**src/rtl/cnn_param_loader_pkg.sv**
```systemverilog
// Shared types and default dimensions for the CNN parameter loader.
package cnn_pkg;

  localparam int unsigned IDX_W   = 16;
  localparam int unsigned NUM_IDX = 4;

  typedef logic [IDX_W-1:0]        idx_word_t;
  typedef idx_word_t [NUM_IDX-1:0] idx_t;

  typedef enum logic [3:0] {
    IDLE,
    L1W,
    L1B,
    L3W,
    L3B,
    L5W,
    L5B,
    ACT,
    COMPUTE
  } state_t;

  // Default network dimensions
  localparam int unsigned DEF_DATA_SIZE     = 64;
  localparam int unsigned DEF_L1_NUM_OUTPUT = 16;
  localparam int unsigned DEF_L1_NUM_INPUT  = 1;
  localparam int unsigned DEF_L1_KERNEL_DIM = 3;
  localparam int unsigned DEF_L1_INPUT_DIM  = 28;
  localparam int unsigned DEF_L3_NUM_OUTPUT = 32;
  localparam int unsigned DEF_L3_NUM_INPUT  = 16;
  localparam int unsigned DEF_L3_KERNEL_DIM = 3;
  localparam int unsigned DEF_L5_NUM_OUTPUT = 10;
  localparam int unsigned DEF_L5_NUM_INPUT  = 800;

  // Strobe bit positions inside the loader's strobe register
  localparam int unsigned NUM_STB = 7;
  localparam int unsigned STB_L5B = 0;
  localparam int unsigned STB_L5W = 1;
  localparam int unsigned STB_L3B = 2;
  localparam int unsigned STB_L3W = 3;
  localparam int unsigned STB_L1B = 4;
  localparam int unsigned STB_L1W = 5;
  localparam int unsigned STB_ACT = 6;

  typedef logic [NUM_STB-1:0] strobe_t;

  // Pack four dimension sizes into an index tuple (d3 outermost)
  function automatic idx_t make_lim(input int unsigned d3, input int unsigned d2,
                                    input int unsigned d1, input int unsigned d0);
    idx_t l;
    l[3] = IDX_W'(d3);
    l[2] = IDX_W'(d2);
    l[1] = IDX_W'(d1);
    l[0] = IDX_W'(d0);
    return l;
  endfunction

  // One-hot write strobe for the memory targeted by a load state
  function automatic strobe_t strobe_for(input state_t s);
    strobe_t st;
    st = '0;
    case (s)
      L1W:     st[STB_L1W] = 1'b1;
      L1B:     st[STB_L1B] = 1'b1;
      L3W:     st[STB_L3W] = 1'b1;
      L3B:     st[STB_L3B] = 1'b1;
      L5W:     st[STB_L5W] = 1'b1;
      L5B:     st[STB_L5B] = 1'b1;
      ACT:     st[STB_ACT] = 1'b1;
      default: st = '0;
    endcase
    return st;
  endfunction

  // Fixed load order; the image is always last, then the compute pulse
  function automatic state_t next_load(input state_t s);
    case (s)
      L1W:     return L1B;
      L1B:     return L3W;
      L3W:     return L3B;
      L3B:     return L5W;
      L5W:     return L5B;
      L5B:     return ACT;
      ACT:     return COMPUTE;
      default: return IDLE;
    endcase
  endfunction

endpackage

```
**src/rtl/cnn_param_loader_if.sv**
```systemverilog
// Host stream plus CNN load bus seen by the parameter loader.
interface cnn_param_loader_if
  import cnn_pkg::*;
#(
  parameter int unsigned DATA_SIZE = DEF_DATA_SIZE
) ();

  logic                 start;
  logic                 load_weights;
  logic [DATA_SIZE-1:0] s_data;
  logic                 s_valid;
  logic                 s_ready;
  logic [DATA_SIZE-1:0] input_data;
  idx_t                 input_index;
  logic                 input_write_act;
  logic                 input_write_weights;
  logic                 input_write_bias;
  logic                 l3_write_weights;
  logic                 l3_write_bias;
  logic                 l5_write_weights;
  logic                 l5_write_bias;
  logic                 compute;
  logic                 busy;
  logic                 done;

  // Loader side
  modport master (
    input  start, load_weights, s_data, s_valid,
    output s_ready, input_data, input_index,
           input_write_act, input_write_weights, input_write_bias,
           l3_write_weights, l3_write_bias, l5_write_weights, l5_write_bias,
           compute, busy, done
  );

  // Host / network side
  modport slave (
    output start, load_weights, s_data, s_valid,
    input  s_ready, input_data, input_index,
           input_write_act, input_write_weights, input_write_bias,
           l3_write_weights, l3_write_bias, l5_write_weights, l5_write_bias,
           compute, busy, done
  );

endinterface

```
**src/rtl/nd_index_counter.sv**
```systemverilog
// Four cascaded 16-bit counters with runtime limits; idx[0] is innermost.
module nd_index_counter
  import cnn_pkg::*;
(
  input  logic clk,
  input  logic reset,
  input  logic load,
  input  idx_t lim_in,
  input  logic clr,
  input  logic en,
  output idx_t idx,
  output logic last
);

  idx_t               lim;
  idx_t               nxt;
  logic [NUM_IDX-1:0] at_max;
  logic               carry;

  // Ripple the increment from idx[0] outward, wrapping each digit at its limit
  always_comb begin
    carry = en;
    nxt   = idx;
    for (int unsigned k = 0; k < NUM_IDX; k++) begin
      at_max[k] = (idx[k] == lim[k] - IDX_W'(1));
      if (carry) nxt[k] = at_max[k] ? '0 : idx[k] + IDX_W'(1);
      carry = carry && at_max[k];
    end
    last = &at_max;
  end

  // Index and limit registers; load also restarts the count
  always_ff @(posedge clk) begin
    if (!reset) begin
      idx <= '0;
      lim <= '0;
    end else if (load) begin
      idx <= '0;
      lim <= lim_in;
    end else if (clr) begin
      idx <= '0;
    end else begin
      idx <= nxt;
    end
  end

endmodule

```
**src/rtl/cnn_param_loader.sv**
```systemverilog
// Streams host words into the CNN load interface, walking each memory's index space.
module cnn_param_loader
  import cnn_pkg::*;
#(
  parameter int unsigned DATA_SIZE     = DEF_DATA_SIZE,
  parameter int unsigned L1_NUM_OUTPUT = DEF_L1_NUM_OUTPUT,
  parameter int unsigned L1_NUM_INPUT  = DEF_L1_NUM_INPUT,
  parameter int unsigned L1_KERNEL_DIM = DEF_L1_KERNEL_DIM,
  parameter int unsigned L1_INPUT_DIM  = DEF_L1_INPUT_DIM,
  parameter int unsigned L3_NUM_OUTPUT = DEF_L3_NUM_OUTPUT,
  parameter int unsigned L3_NUM_INPUT  = DEF_L3_NUM_INPUT,
  parameter int unsigned L3_KERNEL_DIM = DEF_L3_KERNEL_DIM,
  parameter int unsigned L5_NUM_OUTPUT = DEF_L5_NUM_OUTPUT,
  parameter int unsigned L5_NUM_INPUT  = DEF_L5_NUM_INPUT
) (
  input logic               clk,
  input logic               reset,
  cnn_param_loader_if.master bus
);

  state_t               state;
  logic                 s_ready_q;
  logic [DATA_SIZE-1:0] data_q;
  idx_t                 index_q;
  strobe_t              strobe_q;
  logic                 compute_q;
  logic                 busy_q;
  logic                 done_q;

  logic                 accept;
  logic                 cnt_load;
  logic                 cnt_clr;
  logic                 cnt_en;
  idx_t                 cnt_lim;
  idx_t                 cnt_idx;
  logic                 cnt_last;

  // Unused index positions get a limit of 1 so they stay at 0
  function automatic idx_t limits_for(input state_t s);
    case (s)
      L1W:     return make_lim(L1_NUM_OUTPUT, L1_NUM_INPUT, L1_KERNEL_DIM, L1_KERNEL_DIM);
      L1B:     return make_lim(1, 1, 1, L1_NUM_OUTPUT);
      L3W:     return make_lim(L3_NUM_OUTPUT, L3_NUM_INPUT, L3_KERNEL_DIM, L3_KERNEL_DIM);
      L3B:     return make_lim(1, 1, 1, L3_NUM_OUTPUT);
      L5W:     return make_lim(1, 1, L5_NUM_OUTPUT, L5_NUM_INPUT);
      L5B:     return make_lim(1, 1, 1, L5_NUM_OUTPUT);
      ACT:     return make_lim(1, L1_NUM_INPUT, L1_INPUT_DIM, L1_INPUT_DIM);
      default: return make_lim(1, 1, 1, 1);
    endcase
  endfunction

  assign accept = bus.s_valid && s_ready_q;

  nd_index_counter u_cnt (
    .clk    (clk),
    .reset  (reset),
    .load   (cnt_load),
    .lim_in (cnt_lim),
    .clr    (cnt_clr),
    .en     (cnt_en),
    .idx    (cnt_idx),
    .last   (cnt_last)
  );

  // Counter control: reload limits on every state change, step on each accept
  always_comb begin
    cnt_load = 1'b0;
    cnt_en   = 1'b0;
    cnt_clr  = (state == COMPUTE);
    cnt_lim  = make_lim(1, 1, 1, 1);
    case (state)
      IDLE: begin
        if (bus.start) begin
          cnt_load = 1'b1;
          cnt_lim  = limits_for(bus.load_weights ? L1W : ACT);
        end
      end
      COMPUTE: ;
      default: begin
        if (accept) begin
          if (cnt_last) begin
            cnt_load = 1'b1;
            cnt_lim  = limits_for(next_load(state));
          end else begin
            cnt_en = 1'b1;
          end
        end
      end
    endcase
  end

  // Sequencer with registered bus outputs; strobes appear one cycle after accept
  always_ff @(posedge clk) begin
    if (!reset) begin
      state     <= IDLE;
      s_ready_q <= 1'b0;
      data_q    <= '0;
      index_q   <= '0;
      strobe_q  <= '0;
      compute_q <= 1'b0;
      busy_q    <= 1'b0;
      done_q    <= 1'b0;
    end else begin
      strobe_q  <= '0;
      compute_q <= 1'b0;
      done_q    <= 1'b0;
      case (state)
        IDLE: begin
          busy_q <= 1'b0;
          if (bus.start) begin
            state     <= bus.load_weights ? L1W : ACT;
            busy_q    <= 1'b1;
            s_ready_q <= 1'b1;
          end
        end
        COMPUTE: begin
          compute_q <= 1'b1;
          done_q    <= 1'b1;
          s_ready_q <= 1'b0;
          state     <= IDLE;
        end
        default: begin
          if (accept) begin
            data_q   <= bus.s_data;
            index_q  <= cnt_idx;
            strobe_q <= strobe_for(state);
            if (cnt_last) begin
              state <= next_load(state);
              if (next_load(state) == COMPUTE) s_ready_q <= 1'b0;
            end
          end
        end
      endcase
    end
  end

  assign bus.s_ready             = s_ready_q;
  assign bus.input_data          = data_q;
  assign bus.input_index         = index_q;
  assign bus.input_write_act     = strobe_q[STB_ACT];
  assign bus.input_write_weights = strobe_q[STB_L1W];
  assign bus.input_write_bias    = strobe_q[STB_L1B];
  assign bus.l3_write_weights    = strobe_q[STB_L3W];
  assign bus.l3_write_bias       = strobe_q[STB_L3B];
  assign bus.l5_write_weights    = strobe_q[STB_L5W];
  assign bus.l5_write_bias       = strobe_q[STB_L5B];
  assign bus.compute             = compute_q;
  assign bus.busy                = busy_q;
  assign bus.done                = done_q;

endmodule

```
**src/flat_wrapper.sv**
```systemverilog
// flat-port wrapper written by rule: the top's interface ports become plain ports
module cnn_param_loader_flat import cnn_pkg::*;
#(
  parameter int unsigned DATA_SIZE     = DEF_DATA_SIZE,
  parameter int unsigned L1_NUM_OUTPUT = DEF_L1_NUM_OUTPUT,
  parameter int unsigned L1_NUM_INPUT  = DEF_L1_NUM_INPUT,
  parameter int unsigned L1_KERNEL_DIM = DEF_L1_KERNEL_DIM,
  parameter int unsigned L1_INPUT_DIM  = DEF_L1_INPUT_DIM,
  parameter int unsigned L3_NUM_OUTPUT = DEF_L3_NUM_OUTPUT,
  parameter int unsigned L3_NUM_INPUT  = DEF_L3_NUM_INPUT,
  parameter int unsigned L3_KERNEL_DIM = DEF_L3_KERNEL_DIM,
  parameter int unsigned L5_NUM_OUTPUT = DEF_L5_NUM_OUTPUT,
  parameter int unsigned L5_NUM_INPUT  = DEF_L5_NUM_INPUT
)
  (clk, reset, bus_start, bus_load_weights, bus_s_data, bus_s_valid, bus_s_ready, bus_input_data, bus_input_index, bus_input_write_act, bus_input_write_weights, bus_input_write_bias, bus_l3_write_weights, bus_l3_write_bias, bus_l5_write_weights, bus_l5_write_bias, bus_compute, bus_busy, bus_done);
  cnn_param_loader_if #(.DATA_SIZE(DATA_SIZE)) bus_i ();
  input logic clk;
  input logic reset;
  input wire logic [$bits(bus_i.start)-1:0] bus_start;
  input wire logic [$bits(bus_i.load_weights)-1:0] bus_load_weights;
  input wire logic [$bits(bus_i.s_data)-1:0] bus_s_data;
  input wire logic [$bits(bus_i.s_valid)-1:0] bus_s_valid;
  output wire logic [$bits(bus_i.s_ready)-1:0] bus_s_ready;
  output wire logic [$bits(bus_i.input_data)-1:0] bus_input_data;
  output wire logic [$bits(bus_i.input_index)-1:0] bus_input_index;
  output wire logic [$bits(bus_i.input_write_act)-1:0] bus_input_write_act;
  output wire logic [$bits(bus_i.input_write_weights)-1:0] bus_input_write_weights;
  output wire logic [$bits(bus_i.input_write_bias)-1:0] bus_input_write_bias;
  output wire logic [$bits(bus_i.l3_write_weights)-1:0] bus_l3_write_weights;
  output wire logic [$bits(bus_i.l3_write_bias)-1:0] bus_l3_write_bias;
  output wire logic [$bits(bus_i.l5_write_weights)-1:0] bus_l5_write_weights;
  output wire logic [$bits(bus_i.l5_write_bias)-1:0] bus_l5_write_bias;
  output wire logic [$bits(bus_i.compute)-1:0] bus_compute;
  output wire logic [$bits(bus_i.busy)-1:0] bus_busy;
  output wire logic [$bits(bus_i.done)-1:0] bus_done;
  assign bus_i.start = bus_start;
  assign bus_i.load_weights = bus_load_weights;
  assign bus_i.s_data = bus_s_data;
  assign bus_i.s_valid = bus_s_valid;
  assign bus_s_ready = bus_i.s_ready;
  assign bus_input_data = bus_i.input_data;
  assign bus_input_index = bus_i.input_index;
  assign bus_input_write_act = bus_i.input_write_act;
  assign bus_input_write_weights = bus_i.input_write_weights;
  assign bus_input_write_bias = bus_i.input_write_bias;
  assign bus_l3_write_weights = bus_i.l3_write_weights;
  assign bus_l3_write_bias = bus_i.l3_write_bias;
  assign bus_l5_write_weights = bus_i.l5_write_weights;
  assign bus_l5_write_bias = bus_i.l5_write_bias;
  assign bus_compute = bus_i.compute;
  assign bus_busy = bus_i.busy;
  assign bus_done = bus_i.done;
  cnn_param_loader #(.DATA_SIZE(DATA_SIZE), .L1_NUM_OUTPUT(L1_NUM_OUTPUT), .L1_NUM_INPUT(L1_NUM_INPUT), .L1_KERNEL_DIM(L1_KERNEL_DIM), .L1_INPUT_DIM(L1_INPUT_DIM), .L3_NUM_OUTPUT(L3_NUM_OUTPUT), .L3_NUM_INPUT(L3_NUM_INPUT), .L3_KERNEL_DIM(L3_KERNEL_DIM), .L5_NUM_OUTPUT(L5_NUM_OUTPUT), .L5_NUM_INPUT(L5_NUM_INPUT)) u_core (.clk(clk), .reset(reset), .bus(bus_i));
endmodule
```
**config.mk**
```make
export PLATFORM = sky130hd
export DESIGN_NAME = cnn_param_loader_flat
export DESIGN_NICKNAME = d
export VERILOG_FILES = /design/src/rtl/cnn_param_loader_pkg.sv /design/src/rtl/cnn_param_loader_if.sv /design/src/rtl/nd_index_counter.sv /design/src/rtl/cnn_param_loader.sv /design/src/flat_wrapper.sv
export SDC_FILE = /design/constraint.sdc
export NUM_CORES = 1
export LEC_CHECK = 0
export CAP_MARGIN = 20
export CORE_MARGIN = 8
export CORE_UTILIZATION = 55
export DETAILED_ROUTE_END_ITERATION = 10
export GPL_TIMING_DRIVEN = 0
export PLACE_DENSITY = 0.82
export RECOVER_POWER = 50
export SLEW_MARGIN = 40
export SYNTH_ARGS = -nofsm -noshare
export SYNTH_HDL_FRONTEND = slang
export SYNTH_HIERARCHICAL = 1
export SYNTH_SLANG_ARGS = --single-unit
```
**constraint.sdc**
```tcl
create_clock -name clk -period 4.9 [get_ports clk]
set_input_delay 0.98 -clock clk [delete_from_list [all_inputs] [get_ports clk]]
set_output_delay 0.98 -clock clk [all_outputs]
set_load 0.1 [all_outputs]
```
==> results of run 1 <==
==> where the power goes <==
group | switching [mW] | total (mW) | internal, mW
Clock | 0.856 | 2.15 | 1.30
Sequential | 0.0832 | 2.36 | 2.27
Combinational | 0.704 | 1.15 | 0.442
==> cell families after synthesis <==
| logic type | share of synthesized area |
|---|---|
| and+or+nand+nor | 0.276 |
| DFF | 0.424 |
| AOI/OAI and AO/OA | 0.117 |
| buffers and inverters | 0.0398 |
| xor gates and xnor gates | 0.0811 |
| muxes | 0.0542 |
| adders and majority gates | 0.00786 |
| other | 0.000294 |
==> layout make-up <==
class | instances | share of cell area
inverters | 24 | 0.00579
multi-input cells | 1207 | 0.454
repair buffers | 210 | 0.0788
clock buffers | 45 | 0.0576
clock inverters | 7 | 0.00434
plain buffers | 94 | 0.0287
well taps | 285 | 0.0229
flip-flops and latches | 270 | 0.347
==> synth_stat cells (3+ instances only) <==
cell type	instances
a211oi_1	4
a21o_1	6
a21oi_1	169
a311oi_1	3
a31oi_1	6
and2_1	6
and3_1	34
buf_1	10
buf_2	21
buf_6	3
clkbuf_1	60
dfxtp_1	270
ha_1	8
inv_1	22
mux2i_1	69
nand2_1	308
nand2b_1	9
nand3_1	33
nand3b_1	12
nand4_1	22
nand4b_1	6
nor2_1	87
nor2b_1	71
nor3_1	27
nor3b_1	5
nor4_1	21
nor4_2	6
nor4b_1	10
o21ai_0	32
o21ba_2	4
o221ai_1	4
o22ai_1	4
o31ai_1	8
or2_2	6
or3_1	16
or4_1	13
xnor2_1	78
xor2_1	40
==> timing repair <==
action,4_1_cts,5_1_grt
gates resized for setup,16,23
setup endpoints to repair,114,119
buffers inserted,2,1
pin swaps,1,1
==> registers in the layout (all words and copies together) (netlist names) <==
register / count
u_core/bus.input_data: 64
u_core/bus.input_index: 64
u_core/u_cnt/idx: 64
u_core/u_cnt/lim: 64
u_core/strobe_q: 7
u_core/state: 4
u_core/bus.busy: 1
u_core/bus.done: 1
u_core/bus.s_ready: 1
==> worst paths after layout <==
check / from / end / cells after the start
worst min register to register: u_core/u_cnt/idx[22] / u_core/bus.input_index[22] / 2
worst max-delay path: u_core/u_cnt/lim[17] / u_core/u_cnt/idx[9] / 21
worst max register to register: u_core/u_cnt/lim[17] / u_core/u_cnt/idx[9] / 21
worst min-delay path: u_core/u_cnt/idx[22] / u_core/bus.input_index[22] / 2
==> critical path, cell delays in order (launching register included) <==
cell      delay (ns)
dfxtp_1         0.38
inv_1           0.09
ha_1            0.14
clkbuf_4        0.19
or4b_1          0.46
buf_2           0.20
xnor2_1         0.13
or4_1           0.43
a32o_1          0.26
nor4_2          0.24
and3_1          0.18
buf_4           0.16
nand2_1         0.12
nor3_4          0.32
nor2_4          0.13
and3_4          0.20
and3_1          0.21
and3_1          0.22
nand4_1         0.18
buf_4           0.15
xor2_1          0.14
nor2_1          0.05
==> per-stage QoR <==
stage               hold WS [ns]  setup slack [ns]   util
finish                     0.453             0.201  0.685
global route               0.470            0.0144  0.685
CTS                        0.452            0.0234  0.690
detailed placement         0.444            -0.708  0.645
global placement           0.440            -0.531  0.675
floorplan                  0.431             0.382      -
==> layer usage <==
metal,part of all wire,vias up,global-route usage
met5,0,-,0
met4,0.030,0,0.0827
met3,0.066,76,0.0433
met2,0.46,393,0.399
met1,0.44,5532,0.309
li1,-,5841,-
==> metrics.md, run 1 <==
| Metric | Value |
|---|---|
| Status | `finished clean` |
| CP Launch Type | `register` |
| FF-to-FF setup slack | `0.20 ns` |
| Multi-input gate area | `7070 sq um` |
| Full die area | `28,300 sq um` |
| Routed WL per cell | `16.7 um` |
| CTS tree | `yes` |
| Post-Syn Area per Cell | `8.21 sq um` |
| Ys flop type | `dfxtp_1` |
| # placed instances | `2,089` |
| Seq/Total Area, Yosys | `0.424` |
| Lkg Pwr | `5.38 nW` |
| Share of cells above drive strength 1 | `0.0673` |
| Routability cong. | `0.885` |
| Worst-path clk slew | `0.06 ns` |
| Diode count | `0` |
| Seq cells post-synth | `270` |
| Via count | `11.8k` |
| Num CTS Buffers | `28` |
| Worst slew pin tran | `1.34 ns` |
| Pin count of the biggest net entering global routing | `14` |
| Initial Util | `0.561` |
| DRT Wirelength | `35,700 um` |
| Nets@finish | `1,912` |
| Final Max Slew Viols | `0` |
| Clk buf depth | `3` |
| Filler cells | `1,904` |
| CP arrival | `5.12 ns` |
| Worst setup path class | `register to register` |
| # port buffers | `207` |
| Max-slew headroom | `0.111` |
| CP required | `5.33 ns` |
| Hpwl dp | `26,100 um` |
| Tmin final | `4.70 ns` |
| Total Routing Usage GR | `0.240` |
| Final setup vio count | `0` |
| Total power | `5.66 mW` |
| Worst setup EP type | `register` |
| Post-CTS Hold Buffers | `0` |
| Setup TNS | `0 ns` |
| CTS sink cnt | `270` |
| Via-to-Cell Ratio | `5.53` |
| H-tree depth | `1` |
| Residual DRC | `0` |
| Cell accounting for the most synthesized area | `dfxtp_1` |
| RSZ-0062 raised after global routing | `no` |
| Post-placement cell area | `14,600 sq um` |
| Proportion of netlist area held by the largest area contributor | `0.424` |
| Skew final | `0.0108 ns` |
| Worst hold path class | `register to register` |
| EDFF count, synth | `0` |
| Synth unique cells | `69` |
| Cell Rows | `55` |
| Pwr dens | `363 nW/um^2` |
| Max Clock Freq | `0.213 GHz` |
| Die height | `168 um` |
| Number of global-route vias before repair | `11.2k` |
| Max-Cap Viols | `0` |
| Fin. Hold Viols | `0` |
| Fin crit share | `0.959` |
| VDD IR-drop max | `0.000299 V` |
| Final std cells w/o fill | `2,142` |
| Drt first pass iters | `6` |
| Crit Path Max Fanout | `10` |
| First-pass GRT wire length | `57,000 um` |
| Die Wd | `168 um` |
| Clock latency on the worst-skew pair | `0.54 ns` |
| Layout area overhead | `22.1%` |
| Register area | `5410 sq um` |
| Cell area after layout | `15,600 sq um` |
| Post-Syn Area | `12,700 sq um` |
| Asr flop ratio synth | `0` |
| Top area cells in the synthesized netlist | `dfxtp_1 42%, nand2_1 9.1%, a21oi_1 6.6%` |
| YS warnings | `6` |
| Synth Instances | `1,552` |
| Initial DRC count | `911` |
| Core box area | `22,700 sq um` |
| # IOs | `208` |
| Most frequent cells in the layout | `308 x nand2_1, 269 x dfxtp_1, 198 x clkbuf_1` |
| Initial antenna violation count | `0` |
| Root buf cell | `clkbuf_16` |
| Most common cell after layout, fill and taps aside | `nand2_1` |
| GRT overflow | `0` |
| Antenna Nets Post-Route | `0` |
No activity file was read; power rests on OpenSTA's default activity.
==> run 2, diff against run 1 <==
--- a/config.mk
+++ b/config.mk
@@ -5,12 +5,13 @@
 export SDC_FILE = /design/constraint.sdc
 export NUM_CORES = 1
 export LEC_CHECK = 0
+export ABC_AREA = 1
 export CAP_MARGIN = 20
 export CORE_MARGIN = 8
 export CORE_UTILIZATION = 55
 export DETAILED_ROUTE_END_ITERATION = 10
 export GPL_TIMING_DRIVEN = 0
-export PLACE_DENSITY = 0.82
+export PLACE_DENSITY = 0.81
 export RECOVER_POWER = 50
 export SLEW_MARGIN = 40
 export SYNTH_ARGS = -nofsm -noshare
==> constraint.sdc (replaced) <==
create_clock -name clk -period 5.4 [get_ports clk]
set_input_delay 1.08 -clock clk [delete_from_list [all_inputs] [get_ports clk]]
set_output_delay 1.08 -clock clk [all_outputs]
set_load 0.1 [all_outputs]
==> metrics.md, run 2 <==
| Metric | Value |
|---|---|
| Proportion of netlist area held by the largest area contributor | `0.391` |
| EDFF count, synth | `0` |
| RSZ-0062 raised after global routing | `no` |
| VDD IR-drop max | `0.000356 V` |
| Fin crit share | `0.809` |
| Setup TNS | `0 ns` |
| Nets@finish | `2,410` |
| Initial Util | `0.555` |
| Min-Delay Startpoint | `u_core/u_cnt/idx[51]` |
| Die Wd | `175 um` |
| Final setup vio count | `0` |
| Num CTS Buffers | `28` |
| Most frequent cells in the layout | `497 x nor2_1, 376 x nand2_1, 270 x dfxtp_1` |
| Top area cells in the synthesized netlist | `dfxtp_1 39%, nor2_1 13%, nand2_1 10%` |
| Worst hold path class | `register to register` |
| FF-to-FF setup slack | `1.03 ns` |
| CP arrival | `4.76 ns` |
| # IOs | `208` |
| Largest stage delay, worst path | `0.71 ns` |
| Post_cts resized | `0` |
| Layout area overhead | `20.1%` |
| Worst reg2reg startpoint | `u_core/u_cnt/lim[17]` |
| Initial DRC count | `992` |
| Top-count cell post-synth | `nor2_1` |
| Core box area | `24,900 sq um` |
| Pin count of the biggest net entering global routing | `15` |
| Die height | `175 um` |
| Worst setup path class | `register to register` |
| Residual DRC | `0` |
| Seq/Total Area, Yosys | `0.391` |
| Ys flop type | `dfxtp_1` |
| YS warnings | `6` |
| Worst slew pin tran | `1.26 ns` |
| H-tree depth | `1` |
| Post-CTS Hold Buffers | `0` |
| Reg-to-reg critical path endpoint | `u_core/u_cnt/idx[56]` |
| Number of global-route vias before repair | `13.1k` |
| Clock latency on the worst-skew pair | `0.54 ns` |
| CP required | `5.79 ns` |
| Fin util | `0.667` |
| Max Clock Freq | `0.229 GHz` |
| DRT Wirelength | `39,000 um` |
| Filler cells | `2,324` |
| Lkg Pwr | `7.35 nW` |
| Fin. Hold Viols | `0` |
| Initial antenna violation count | `1` |
| Most common cell after layout, fill and taps aside | `nor2_1` |
| Hold Path Stages | `2` |
| Status | `finished clean` |
| Routed WL per cell | `14.5 um` |
| Worst-path clk slew | `0.06 ns` |
| Post-Syn Area | `13,800 sq um` |
| Tmin final | `4.37 ns` |
| Commonest cells post-synth | `496 x nor2_1, 376 x nand2_1, 270 x dfxtp_1` |
| Top cell by count, worst path | `nand2_1` |
| Crit Path Max Fanout | `10` |
| Post-Syn Area per Cell | `6.74 sq um` |
| CP Launch Type | `register` |
| Worst Reg2Reg Path Length in Cells | `22` |
| Hold path endpoint | `u_core/bus.input_index[51]` |
| Share of cells above drive strength 1 | `0.0552` |
| Setup bufs post-CTS | `0` |
| Root buf cell | `clkbuf_16` |
| Seq cells post-synth | `270` |
| Critical-path top delay cell | `nor4_1` |
| Max-slew headroom | `0.162` |
| Final Max Slew Viols | `0` |
| Cells along the critical path | `inv_1 -> ha_1 -> inv_1 -> nor2_1 -> nand2_1 -> nor2_2 -> nand3b_1 -> nand2_1 -> inv_1 -> nor2_1 -> nand2_1 -> nor2_1 -> nand2_1 -> nor4_1 -> nand3_1 -> inv_1 -> nand2_1 -> nand2_1 -> nor3_2 -> inv_1 -> clkbuf_1 -> a21oi_1` |
| Synth Instances | `2,051` |
| Cell accounting for the most synthesized area | `dfxtp_1` |
| Cell Rows | `58` |
| CTS sink cnt | `270` |
| CTS tree | `yes` |
| Asr flop ratio synth | `0` |
| Pwr dens | `545 nW/um^2` |
| Via count | `13.8k` |
| # port buffers | `207` |
| Drt first pass iters | `6` |
| Worst setup EP type | `register` |
| Post-placement cell area | `15,800 sq um` |
| Max-Cap Viols | `0` |
| Skew final | `0.0152 ns` |
| Antenna Nets Post-Route | `0` |
| Hpwl dp | `29,500 um` |
| Via-to-Cell Ratio | `5.14` |
| Routability cong. | `0.930` |
| Total Routing Usage GR | `0.247` |
| Clk buf depth | `3` |
| GRT overflow | `0` |
| Full die area | `30,500 sq um` |
| First-pass GRT wire length | `63,800 um` |
| Cell area after layout | `16,600 sq um` |
| Synth unique cells | `42` |
[run 2: layout make-up]
| cell class | instances | area [sq um] | share of cell area |
|---|---|---|---|
| clock buffers | 38 | 810 | 0.0488 |
| diodes | 1 | 2.50 | 0.000151 |
| multi-input cells | 1567 | 7410 | 0.446 |
| plain buffers | 83 | 490 | 0.0296 |
| inverters | 176 | 661 | 0.0398 |
| repair buffers | 207 | 1200 | 0.0725 |
| flip-flops and latches | 270 | 5410 | 0.326 |
| well taps | 330 | 413 | 0.0249 |
| clock inverters | 13 | 203 | 0.0122 |
[run 2: layer usage]
metal | up-vias | routed length, um | share of wire | track usage
met3 | 65 | 2920 | 0.075 | 0.0608
met5 | - | 0 | 0 | 0
met2 | 408 | 18000 | 0.46 | 0.411
met4 | 0 | 980 | 0.025 | 0.0802
met1 | 6277 | 17200 | 0.44 | 0.307
li1 | 7054 | - | - | -
[run 2: worst max-delay path: cells and delay by family (launching register included)]
| kind | cells | cell delay [ns] |
|---|---|---|
| and+or+nand+nor | 14 | 2.50 |
| buffers and inverters | 6 | 1.10 |
| DFF | 1 | 0.30 |
| adders and majority gates | 1 | 0.23 |
| AOI/OAI and AO/OA | 1 | 0.08 |
[run 2: logic make-up after synthesis]
logic type / count (synthesis) / share of synthesized area
AOI/OAI and AO/OA: 313 / 0.114
xor gates and xnor gates: 104 / 0.0679
adders and majority gates: 8 / 0.00724
buffers and inverters: 259 / 0.0843
DFF: 270 / 0.391
other: 1 / 0.000271
and+or+nand+nor: 1096 / 0.335
[run 2: stage by stage]
step	worst slack, ns	power (mW)	hold slack [ns]	std cells
3_5_place_dp	1.15	6.98	0.470	2633
6_report	1.03	9.05	0.482	2685
2_1_floorplan	2.12	6.13	0.449	2096
4_1_cts	1.13	9.10	0.487	2684
5_1_grt	0.729	9.66	0.513	2685
3_3_place_gp	1.11	7.03	0.459	2633
[run 2: power breakdown]
part / internal (mW) / switching (mW)
Clock: 1.29 / 0.810
Sequential: 2.33 / 0.290
Combinational: 1.15 / 3.18
Total: 4.76 / 4.28
[run 2: how the worst max path moves through the flow]
stage                                       to  slack (ns)                 start
after detailed placement  u_core/u_cnt/idx[54]        1.15  u_core/u_cnt/lim[17]
after global routing      u_core/u_cnt/idx[51]        0.73  u_core/u_cnt/lim[17]
after CTS                 u_core/u_cnt/idx[56]        1.13  u_core/u_cnt/lim[17]
after floorplan           u_core/u_cnt/idx[15]        2.12    u_core/bus.s_ready
after global placement    u_core/u_cnt/idx[13]        1.11  u_core/u_cnt/lim[17]
final                     u_core/u_cnt/idx[56]        1.03  u_core/u_cnt/lim[17]
==> run 3, diff against run 2 <==
--- a/config.mk
+++ b/config.mk
@@ -8,10 +8,10 @@
 export ABC_AREA = 1
 export CAP_MARGIN = 20
 export CORE_MARGIN = 8
-export CORE_UTILIZATION = 55
+export CORE_UTILIZATION = 50
 export DETAILED_ROUTE_END_ITERATION = 10
 export GPL_TIMING_DRIVEN = 0
-export PLACE_DENSITY = 0.81
+export PLACE_DENSITY = 0.78
 export RECOVER_POWER = 50
 export SLEW_MARGIN = 40
 export SYNTH_ARGS = -nofsm -noshare
==> constraint.sdc (replaced) <==
create_clock -name clk -period 3.6 [get_ports clk]
set_input_delay 0.72 -clock clk [delete_from_list [all_inputs] [get_ports clk]]
set_output_delay 0.72 -clock clk [all_outputs]
set_load 0.1 [all_outputs]
==> metrics.md, run 3 (synthesis results as in run 2) <==
| Metric | Value |
|---|---|
| # placed instances | `2,649` |
| Switching Power | `6.58 mW` |
| Hold path endpoint | `u_core/bus.busy` |
| Worst slew pin tran | `1.25 ns` |
| Pwr dens | `818 nW/um^2` |
| Worst hold path class | `register to register` |
| Net Sw Frac | `0.474` |
| Worst setup path class | `register to register` |
| # IOs | `208` |
| Max-Cap Viols | `0` |
| Share of total power in sequential cells | `0.283` |
| Initial DRC count | `889` |
| Drt first pass iters | `7` |
| GRT overflow | `0` |
| Residual DRC | `0` |
| Core box area | `27,500 sq um` |
| Routed WL per cell | `14.6 um` |
| Met1 WL | `17,400 um` |
| # port buffers | `207` |
| Die Wd | `182 um` |
| Combinational power share | `0.486` |
| Most frequent cells in the layout | `488 x nor2_1, 368 x nand2_1, 270 x dfxtp_1` |
| Share of cells above drive strength 1 | `0.0853` |
| Status | `finished clean` |
| Die height | `182 um` |
| Reg-to-reg critical path endpoint | `u_core/u_cnt/idx[15]` |
| Root buf cell | `clkbuf_16` |
| CTS sink cnt | `270` |
| FF-to-FF setup slack | `0.19 ns` |
| Max Clock Freq | `0.293 GHz` |
| Skew final | `0.00663 ns` |
| Crit Path Max Fanout | `6` |
| RSZ-0062 raised after global routing | `yes` |
| Nets@finish | `2,421` |
| Tmin final | `3.41 ns` |
| Number of global-route vias before repair | `13.0k` |
| CP required | `4.05 ns` |
| Total Routing Usage GR | `0.232` |
| Top Layer Used | `met4` |
| Worst-path clk slew | `0.06 ns` |
| Clock latency on the worst-skew pair | `0.55 ns` |
| Fin. Hold Viols | `0` |
| H-tree depth | `1` |
| Lkg Pwr | `7.59 nW` |
| Fin crit share | `0.948` |
| Via-to-Cell Ratio | `5.08` |
| Num CTS Buffers | `30` |
| CP Launch Type | `register` |
| Initial Util | `0.503` |
| Most common cell after layout, fill and taps aside | `nor2_1` |
| Initial antenna violation count | `0` |
| Worst Reg2Reg Path Length in Cells | `21` |
| Clk buf depth | `3` |
| VDD IR-drop max | `0.000574 V` |
| Antenna Nets Post-Route | `0` |
| Routability cong. | `0.934` |
| Final setup vio count | `0` |
| CP arrival | `3.86 ns` |
| Final std cells w/o fill | `2,713` |
| Cell area after layout | `17,000 sq um` |
| DRT Wirelength | `39,700 um` |
| CTS tree | `yes` |
| First-pass GRT wire length | `64,300 um` |
| Min-Delay Startpoint | `u_core/bus.busy` |
| Pin count of the biggest net entering global routing | `15` |
| Post-placement cell area | `15,800 sq um` |
| WL met2 | `17,900 um` |
| Design internal power | `7.32 mW` |
| Clock power frac | `0.231` |
| Hpwl dp | `30,200 um` |
| Worst reg2reg startpoint | `u_core/u_cnt/lim[32]` |
| Worst setup EP type | `register` |
| Final Max Slew Viols | `0` |
| Hold Path Stages | `2` |
| Post-CTS Hold Buffers | `0` |
| Cell Rows | `61` |
| Layout area overhead | `22.9%` |
| Max-slew headroom | `0.171` |
| Via count | `13.8k` |
| Full die area | `33,200 sq um` |
| Diode count | `0` |
| Met3 wire length | `3600 um` |
-- run 3: cell type report --
cell class              count  area [sq um]
plain buffers              83           537
clock buffers              41           893
clock inverters            14           166
fillers                  2604         10500
inverters                 176           664
multi-input cells        1567          7620
flip-flops and latches    270          5410
well taps                 346           433
repair buffers            216          1270
-- run 3: power groups by stage --
stage | logic [mW] | clock network (mW) | registers (mW)
3_3_place_gp | 6.63 | 0 | 3.97
3_5_place_dp | 6.51 | 0 | 3.97
5_1_grt | 7.43 | 3.40 | 4.01
2_1_floorplan | 3.72 | 0 | 5.48
4_1_cts | 6.61 | 3.27 | 3.92
6_report | 6.76 | 3.21 | 3.93
-- run 3: layer usage --
| metal | global-route usage | vias to the layer above |
|---|---|---|
| li1 | - | 7079 |
| met1 | 0.288 | 6184 |
| met2 | 0.386 | 469 |
| met3 | 0.0634 | 56 |
| met4 | 0.0692 | 0 |
| met5 | 0 | - |
-- run 3: worst max path at each step --
stage / from / endpoint / slack, ns / cells after the start
3_5_place_dp: u_core/u_cnt/lim[17] / u_core/u_cnt/idx[50] / -0.78 / 22
6_report: u_core/u_cnt/lim[32] / u_core/u_cnt/idx[15] / 0.19 / 21
2_1_floorplan: u_core/bus.s_ready / u_core/u_cnt/idx[15] / 0.32 / 15
3_3_place_gp: u_core/u_cnt/lim[17] / u_core/u_cnt/idx[54] / -0.78 / 22
5_1_grt: u_core/u_cnt/lim[16] / u_core/u_cnt/idx[15] / -0.05 / 26
4_1_cts: u_core/u_cnt/lim[17] / u_core/u_cnt/idx[14] / 0.003 / 27
-- run 3: repair_timing --
item / 4_1_cts / 5_1_grt
pin swaps: 3 / 8
endpoints found under the setup margin: 128 / 127
setup buffers: 0 / 9
resized for setup: 34 / 54
-- run 3: worst max-delay path, cell delays in order, from the launching register on --
cell and delay [ns]:
dfxtp_1 0.32, inv_1 0.15, ha_2 0.25, nand3_1 0.19, nor2_4 0.20, a21o_1 0.14, nand2_1 0.07, nand3_1 0.07
nor2_1 0.05, nand3_2 0.13, nor4_4 0.09, or2_1 0.25, inv_4 0.12, nand4_1 0.17, nor3_2 0.26, nand2_2 0.11
nor2_4 0.15, nand2_2 0.10, nor4_4 0.23, nand2_1 0.09, xor2_1 0.13, nor2_1 0.05
-- run 3: stage by stage --
| stage | util | power (mW) | worst slack [ns] | TNS [ns] | hold WS [ns] |
|---|---|---|---|---|---|
| finish | 0.618 | 13.9 | 0.187 | 0 | 0.475 |
| global route | 0.618 | 14.8 | -0.0541 | -0.104 | 0.493 |
| floorplan | - | 9.20 | 0.316 | 0 | 0.449 |
| CTS | 0.617 | 13.8 | 0.00305 | 0 | 0.475 |
| detailed placement | 0.575 | 10.5 | -0.781 | -71.02 | 0.466 |
| global placement | 0.600 | 10.6 | -0.779 | -72.86 | 0.465 |
